===== src/rtl/fighter_pkg.sv =====
// rtl/fighter_pkg.sv - fighter and combat controller encodings shared across the game logic
package fighter_pkg;

    localparam int SPRITE_W = 64;

    localparam logic [3:0] FS_IDLE      = 4'd0;
    localparam logic [3:0] FS_MOVE_FWD  = 4'd1;
    localparam logic [3:0] FS_MOVE_BWD  = 4'd2;
    localparam logic [3:0] FS_CROUCH    = 4'd3;
    localparam logic [3:0] FS_JUMP      = 4'd4;
    localparam logic [3:0] FS_WINDUP    = 4'd5;
    localparam logic [3:0] FS_ACT       = 4'd6;
    localparam logic [3:0] FS_RECOVER   = 4'd7;
    localparam logic [3:0] FS_HITSTUN   = 4'd8;
    localparam logic [3:0] FS_BLOCKSTUN = 4'd9;

    localparam logic [1:0] CS_READY      = 2'd0;
    localparam logic [1:0] CS_FIGHT      = 2'd1;
    localparam logic [1:0] CS_ROUND_END  = 2'd2;
    localparam logic [1:0] CS_MATCH_OVER = 2'd3;

    localparam logic [1:0] WIN_NONE = 2'b00;
    localparam logic [1:0] WIN_P1   = 2'b01;
    localparam logic [1:0] WIN_P2   = 2'b10;
    localparam logic [1:0] WIN_DRAW = 2'b11;

    // Horizontal space between P1's right edge and P2's left edge; overlap reads as zero.
    function automatic logic [10:0] clamp_gap(input logic [9:0] left_x, input logic [9:0] right_x,
                                              input int sprite_w);
        logic [10:0] raw;
        raw = {1'b0, right_x} - {1'b0, left_x} - 11'(sprite_w);
        return raw[10] ? 11'd0 : raw;
    endfunction

endpackage


===== src/rtl/stun_timer.sv =====
// rtl/stun_timer.sv - per-player hitstun/blockstun down-counter
module stun_timer #(
    parameter int HITSTUN_F   = 16,
    parameter int BLOCKSTUN_F = 12
) (
    input  logic clk,
    input  logic reset_n,
    input  logic clear,
    input  logic load_hit,
    input  logic load_block,
    output logic hitstun,
    output logic blockstun
);

    localparam int CNT_W = $clog2((HITSTUN_F > BLOCKSTUN_F ? HITSTUN_F : BLOCKSTUN_F) + 1);

    logic [CNT_W-1:0] count;

    // Flags drop on the same edge the counter reaches zero, so they stay high exactly the loaded count.
    always_ff @(posedge clk or negedge reset_n) begin
        if (!reset_n) begin
            count     <= '0;
            hitstun   <= 1'b0;
            blockstun <= 1'b0;
        end else if (clear) begin
            count     <= '0;
            hitstun   <= 1'b0;
            blockstun <= 1'b0;
        end else if (load_hit) begin
            count     <= CNT_W'(HITSTUN_F);
            hitstun   <= 1'b1;
            blockstun <= 1'b0;
        end else if (load_block) begin
            count     <= CNT_W'(BLOCKSTUN_F);
            hitstun   <= 1'b0;
            blockstun <= 1'b1;
        end else if (count == CNT_W'(1)) begin
            count     <= '0;
            hitstun   <= 1'b0;
            blockstun <= 1'b0;
        end else if (count != '0) begin
            count <= count - 1'b1;
        end
    end

endmodule


===== src/rtl/combat_ctrl.sv =====
// rtl/combat_ctrl.sv - frame-rate hit/block resolution, health, rounds and match sequencing
module combat_ctrl #(
    parameter int SPRITE_W    = fighter_pkg::SPRITE_W,
    parameter int RANGE_N     = 32,
    parameter int RANGE_D     = 48,
    parameter int HITSTUN_F   = 16,
    parameter int BLOCKSTUN_F = 12,
    parameter int MAX_HP      = 3,
    parameter int READY_F     = 60,
    parameter int END_F       = 90,
    parameter int WIN_ROUNDS  = 2
) (
    input  logic       clk,
    input  logic       reset_n,
    input  logic [3:0] p1_state,
    input  logic [3:0] p2_state,
    input  logic       p1_dir,
    input  logic       p2_dir,
    input  logic [9:0] p1_x,
    input  logic [9:0] p2_x,
    output logic       p1_hitstun,
    output logic       p2_hitstun,
    output logic       p1_blockstun,
    output logic       p2_blockstun,
    output logic [2:0] p1_hp,
    output logic [2:0] p2_hp,
    output logic [1:0] p1_wins,
    output logic [1:0] p2_wins,
    output logic       freeze,
    output logic       round_rst,
    output logic [1:0] winner,
    output logic       match_over
);

    import fighter_pkg::*;

    localparam int FCNT_W = $clog2((READY_F > END_F ? READY_F : END_F) + 1);
    localparam logic [FCNT_W-1:0] READY_LD = FCNT_W'(READY_F);
    localparam logic [FCNT_W-1:0] END_LD   = FCNT_W'(END_F);
    localparam logic [2:0]        HP_INIT  = 3'(MAX_HP);

    logic [1:0]        state;
    logic [FCNT_W-1:0] frame_cnt;
    logic [10:0]       gap, p1_reach, p2_reach;
    logic              p1_hit_done, p2_hit_done;
    logic              p1_conn, p2_conn;
    logic              p1_load_hit, p1_load_block, p2_load_hit, p2_load_block;
    logic [2:0]        p1_hp_nxt, p2_hp_nxt;
    logic              match_won, round_restart;

    assign gap      = clamp_gap(p1_x, p2_x, SPRITE_W);
    assign p1_reach = p1_dir ? 11'(RANGE_D) : 11'(RANGE_N);
    assign p2_reach = p2_dir ? 11'(RANGE_D) : 11'(RANGE_N);

    assign p1_conn = (state == CS_FIGHT) && (p1_state == FS_ACT) && !p1_hit_done && (gap <= p1_reach);
    assign p2_conn = (state == CS_FIGHT) && (p2_state == FS_ACT) && !p2_hit_done && (gap <= p2_reach);

    // Both directions resolve independently, so a same-frame trade damages both players.
    assign p2_load_block = p1_conn && (p2_state == FS_MOVE_BWD);
    assign p2_load_hit   = p1_conn && (p2_state != FS_MOVE_BWD);
    assign p1_load_block = p2_conn && (p1_state == FS_MOVE_BWD);
    assign p1_load_hit   = p2_conn && (p1_state != FS_MOVE_BWD);

    assign p1_hp_nxt = (p1_load_hit && p1_hp != 3'd0) ? p1_hp - 3'd1 : p1_hp;
    assign p2_hp_nxt = (p2_load_hit && p2_hp != 3'd0) ? p2_hp - 3'd1 : p2_hp;

    assign match_won     = (p1_wins == 2'(WIN_ROUNDS)) || (p2_wins == 2'(WIN_ROUNDS));
    assign round_restart = (state == CS_ROUND_END) && (frame_cnt == FCNT_W'(1)) && !match_won;

    always_ff @(posedge clk or negedge reset_n) begin
        if (!reset_n) begin
            state      <= CS_READY;
            frame_cnt  <= READY_LD;
            freeze     <= 1'b1;
            round_rst  <= 1'b0;
            p1_hp      <= HP_INIT;
            p2_hp      <= HP_INIT;
            p1_wins    <= 2'd0;
            p2_wins    <= 2'd0;
            winner     <= WIN_NONE;
            match_over <= 1'b0;
        end else begin
            round_rst <= 1'b0;
            case (state)
                CS_READY: begin
                    if (frame_cnt == FCNT_W'(1)) begin
                        state  <= CS_FIGHT;
                        freeze <= 1'b0;
                    end else begin
                        frame_cnt <= frame_cnt - 1'b1;
                    end
                end
                CS_FIGHT: begin
                    p1_hp <= p1_hp_nxt;
                    p2_hp <= p2_hp_nxt;
                    if (p1_hp_nxt == 3'd0 || p2_hp_nxt == 3'd0) begin
                        state     <= CS_ROUND_END;
                        frame_cnt <= END_LD;
                        freeze    <= 1'b1;
                        if (p1_hp_nxt == 3'd0 && p2_hp_nxt == 3'd0) begin
                            winner <= WIN_DRAW;
                        end else if (p1_hp_nxt == 3'd0) begin
                            winner  <= WIN_P2;
                            p2_wins <= p2_wins + 2'd1;
                        end else begin
                            winner  <= WIN_P1;
                            p1_wins <= p1_wins + 2'd1;
                        end
                    end
                end
                CS_ROUND_END: begin
                    if (frame_cnt == FCNT_W'(1)) begin
                        if (match_won) begin
                            state      <= CS_MATCH_OVER;
                            match_over <= 1'b1;
                        end else begin
                            state     <= CS_READY;
                            frame_cnt <= READY_LD;
                            round_rst <= 1'b1;
                            p1_hp     <= HP_INIT;
                            p2_hp     <= HP_INIT;
                        end
                    end else begin
                        frame_cnt <= frame_cnt - 1'b1;
                    end
                end
                default: begin
                end
            endcase
        end
    end

    // One connect per attack: the latch only releases once the attacker leaves ACT.
    always_ff @(posedge clk or negedge reset_n) begin
        if (!reset_n) begin
            p1_hit_done <= 1'b0;
            p2_hit_done <= 1'b0;
        end else if (round_restart) begin
            p1_hit_done <= 1'b0;
            p2_hit_done <= 1'b0;
        end else begin
            p1_hit_done <= (p1_state == FS_ACT) && (p1_hit_done || p1_conn);
            p2_hit_done <= (p2_state == FS_ACT) && (p2_hit_done || p2_conn);
        end
    end

    stun_timer #(
        .HITSTUN_F  (HITSTUN_F),
        .BLOCKSTUN_F(BLOCKSTUN_F)
    ) u_p1_stun (
        .clk       (clk),
        .reset_n   (reset_n),
        .clear     (round_restart),
        .load_hit  (p1_load_hit),
        .load_block(p1_load_block),
        .hitstun   (p1_hitstun),
        .blockstun (p1_blockstun)
    );

    stun_timer #(
        .HITSTUN_F  (HITSTUN_F),
        .BLOCKSTUN_F(BLOCKSTUN_F)
    ) u_p2_stun (
        .clk       (clk),
        .reset_n   (reset_n),
        .clear     (round_restart),
        .load_hit  (p2_load_hit),
        .load_block(p2_load_block),
        .hitstun   (p2_hitstun),
        .blockstun (p2_blockstun)
    );

endmodule

===== config.mk =====
export PLATFORM = sky130hd
export DESIGN_NAME = combat_ctrl
export DESIGN_NICKNAME = d
export VERILOG_FILES = /design/src/rtl/fighter_pkg.sv /design/src/rtl/stun_timer.sv /design/src/rtl/combat_ctrl.sv
export SDC_FILE = /design/constraint.sdc
export NUM_CORES = 1
export LEC_CHECK = 0
export ABC_CLOCK_PERIOD_IN_PS = 2700
export CORE_MARGIN = 10
export CORE_UTILIZATION = 55
export CTS_BUF_LIST = sky130_fd_sc_hd__clkbuf_4
export DETAILED_ROUTE_END_ITERATION = 10
export GPL_ROUTABILITY_DRIVEN = 1
export PLACE_DENSITY = 0.86
export RECOVER_POWER = 100
export SYNTH_ARGS = -nofsm -noshare
export SYNTH_HDL_FRONTEND = slang
export SYNTH_SLANG_ARGS = --single-unit

===== constraint.sdc =====
create_clock -name clk -period 2.7 [get_ports clk]
set_input_delay 0.54 -clock clk [delete_from_list [all_inputs] [get_ports clk]]
set_output_delay 0.54 -clock clk [all_outputs]
set_load 0.005 [all_outputs]

==> results.ini <==
[drt]
drtIter0Drc = 288
drc = 0
routed_wl_microns = 10200
first_pass_iters = 5
viasPerCell = 6.09
vias = 3280
avgRoutedWirePerCell_microns = 18.9
drtAntennaViolNets = 0

[floorplan]
fp.dieH_microns = 94.7
core_area_sq_um = 5470
start_util = 0.561
io_pins = 51
dieArea_sq_um = 8970
fp.dieW_microns = 94.7
rows = 27

[setup_path]
crit_path_frequent_cell = ha_4
worstSetupPathType = input pin to flip-flop
reg2regPathDepth = 12
crit_chain = dlygate4sd2_1 > ha_4 > ha_4 > a21o_1 > a221o_1 > or2_1 > o211ai_1 > nand2b_4 > ha_4 > a2111oi_4 > o2111ai_2 > nand2_2 > nor4_4 > mux2i_1 > buf_4 > or3b_4 > xnor2_2
worstPathArrival_ps = 4140
max_stage_delay_ps = 420
cp-end-kind = flip-flop
timing.rr.start = state[1]$_DFFE_PN0P_
worstPathMaxFanout = 2
reg2reg_slack_ps = 60
cp-start-kind = input pin
r2r-end = state[0]$_DFFE_PN0P_
worst_path_max_delay_cell = or3b_4
required_ps = 2950

[global_route]
grt_pass1_vias = 3246
grt.overflow.total = 0
grt_pass1_wl_microns = 15000
grt.total_usage = 0.202
grt_antenna_before_repair = 0
grt_max_degree = 41

[place]
dp_hpwl_microns = 6280
post_dp_cell_area_sq_um = 4100
gp_congestion = 0.947
placed_cells = 513
portBuffers = 50

[timing]
rsz0062_at_grt = yes
slew_headroom = -0.419
setup_viol = 38
hold_viol = 0
fmax_ghz = 0.257
fin_crit_sh = 1.44
final.setup_skew_ps = 15.4
fin_ws_ps = -1190
fin_crit_ps = 3890
maxSlewViolCount = 41
tightest_slew_ps = 2130

[status]
violations = max-capacitance violations, max-slew violations, negative setup slack
outcome = complete, but fails checks

[clock_tree]
cts_tree = done
clk_latency_ps = 370
numCtsBuffers = 5
clk_transition_reported_paths_ps = 120
htree_levels = 2
cts_hold_buf = 0
clock-sinks = 40
cts.path.max_buffers = 2
root_buffer = clkbuf_4

[layout]
final_area_sq_um = 4690
diodes = 0
syn_to_final_growth_pct = 53.0
final_cell_mix = buf_4 (49), nor2_1 (40), dfrtp_1 (31), inv_1 (28), a21oi_1 (20)
layout_commonest_cell = buf_4
drive_gt1_frac = 0.388
fin_cells = 539
fin_nets = 536

[power]
p_per_area_nw_per_um2 = 816
p_int_mw = 2.14
combPwrFrac = 0.651
power_frac_seq = 0.267
clock_power_share = 0.082
sw_frac_of_total = 0.441
switching_power_mw = 1.69
leakagePower_nw = 2.16
peakVddDrop_uv = 720
p_total_mw = 3.83

[synth]
synthCells = 356
synth-compound-area-share = 0.192
yosysSeqAreaShare = 0.330
synthXorXnorAreaFrac = 0.0257
syn_nets = 426
synth_area_leaders = dfrtp_1 (25%), ha_1 (15%), dfstp_2 (7.7%)
synth-edff-count = 0
yosysTopAreaCell = dfrtp_1
ys_warn_count = 0
synth_top_cell_area_share = 0.253
synthArstFlopShare = 1.00
synth_top_family_by_area = simple AND/OR/NAND/NOR gates
synth_area_sq_um = 3070
synth.avg_cell_area_sq_um = 8.62
synthMuxAreaShare = 0.0269
ys_ff_latch = 40
ys.flop_type = dfrtp_1
yosys.area_share.adder = 0.157
synth_cell_types = 56
yosys.area_share.simple = 0.206

[worst_hold_path]
hold_path_class = flip-flop to flip-flop
worstHoldEndpoint = match_over$_DFFE_PN0P_
worstHoldStart = match_over$_DFFE_PN0P_
holdPathStages = 1

[flow_run]
maxCapViolCount = 1

cell families after synthesis:
family                   count (synthesis)
multiplexers                             8
AND/OR/NAND/NOR                        126
AO/OA/AOI/OAI                           85
buffers and inverters                   50
XOR/XNOR                                 9
adder cells (fa/ha/maj)                 38
flip-flops                              40
area by class of cell:
class | count | area (sq um)
well taps | 72 | 90.1
repair buffers | 110 | 958
clock inverters | 1 | 3.75
multi-input cells | 266 | 2400
clock buffers | 7 | 52.6
fillers | 298 | 778
inverters | 43 | 174
flip-flops and latches | 40 | 1010
Yosys cell counts (5+ instances only):
library cell and count:
xor2_1 5, mux2i_1 6, a21oi_1 27, o21ai_0 10
nand3_1 11, nand2_1 20, ha_1 37, dfrtp_1 31
nand2b_1 6, clkbuf_1 6, nor2_1 44, nor3_1 11
inv_1 43, dfstp_2 9, nor2b_1 8
sequential cells by signal (all words and copies together), names as in the netlist:
register / flops
frame_cnt: 7
u_p1_stun.count: 5
u_p2_stun.count: 5
p1_hp: 3
p2_hp: 3
p1_wins: 2
p2_wins: 2
state: 2
winner: 2
freeze: 1
match_over: 1
p1_hit_done: 1
p2_hit_done: 1
round_rst: 1
u_p1_stun.blockstun: 1
u_p1_stun.hitstun: 1
u_p2_stun.blockstun: 1
u_p2_stun.hitstun: 1
per-stage QoR:
stage / hold slack [ps] / worst slack [ps] / TNS (ps) / utilization
after CTS: 312 / -1090 / -32910 / 0.832
after floorplan: 244 / -1280 / -35250 / -
after detailed placement: 454 / -2020 / -65550 / 0.750
after global placement: 447 / -1810 / -60550 / 0.750
final: 492 / -1190 / -37270 / 0.858
after global routing: 499 / -1290 / -41990 / 0.858
worst max path at each step:
stage                        from                endpoint  slack [ps]  depth (start not counted)
after floorplan           p2_x[7]  p1_wins[0]$_DFFE_PN0P_       -1280                         17
after global placement    p2_x[7]  p1_wins[0]$_DFFE_PN0P_       -1810                         18
after detailed placement  p2_x[7]  p1_wins[0]$_DFFE_PN0P_       -2020                         18
after CTS                 p2_x[7]  p2_wins[1]$_DFFE_PN0P_       -1090                         19
after global routing      p2_x[5]  p2_wins[0]$_DFFE_PN0P_       -1290                         17
final                     p2_x[5]  p2_wins[0]$_DFFE_PN0P_       -1190                         17
timing repair:
item	4_1_cts	5_1_grt
setup endpoints to repair	38	38
buffers inserted	11	7
gates resized for setup	131	19
pin swaps	51	23
routing by layer:
layer	GRT usage	wire, microns	share of wire	up-vias
li1	-	-	-	1468
met2	0.369	5240	0.51	174
met5	0	0	0	-
met3	0.0420	668	0.065	49
met1	0.229	3860	0.38	1589
met4	0.0673	434	0.043	0
critical path: cells and delay by family:
family | cells | cell delay, ps
adders and majority gates | 3 | 530
AOI/OAI and AO/OA | 5 | 1250
and+or+nand+nor | 5 | 1080
xor gates and xnor gates | 1 | 140
buffers and inverters | 2 | 420
muxes | 1 | 160
power by group through the flow:
stage               Sequential (mW)  Combinational [mW]  Clock [mW]
floorplan                     0.979                1.29           0
global placement              0.996                1.82           0
detailed placement             1.01                1.90           0
CTS                            1.01                2.27       0.316
global route                   1.04                2.68       0.331
finish                         1.02                2.49       0.313
Power figures use the tool's default switching activity.
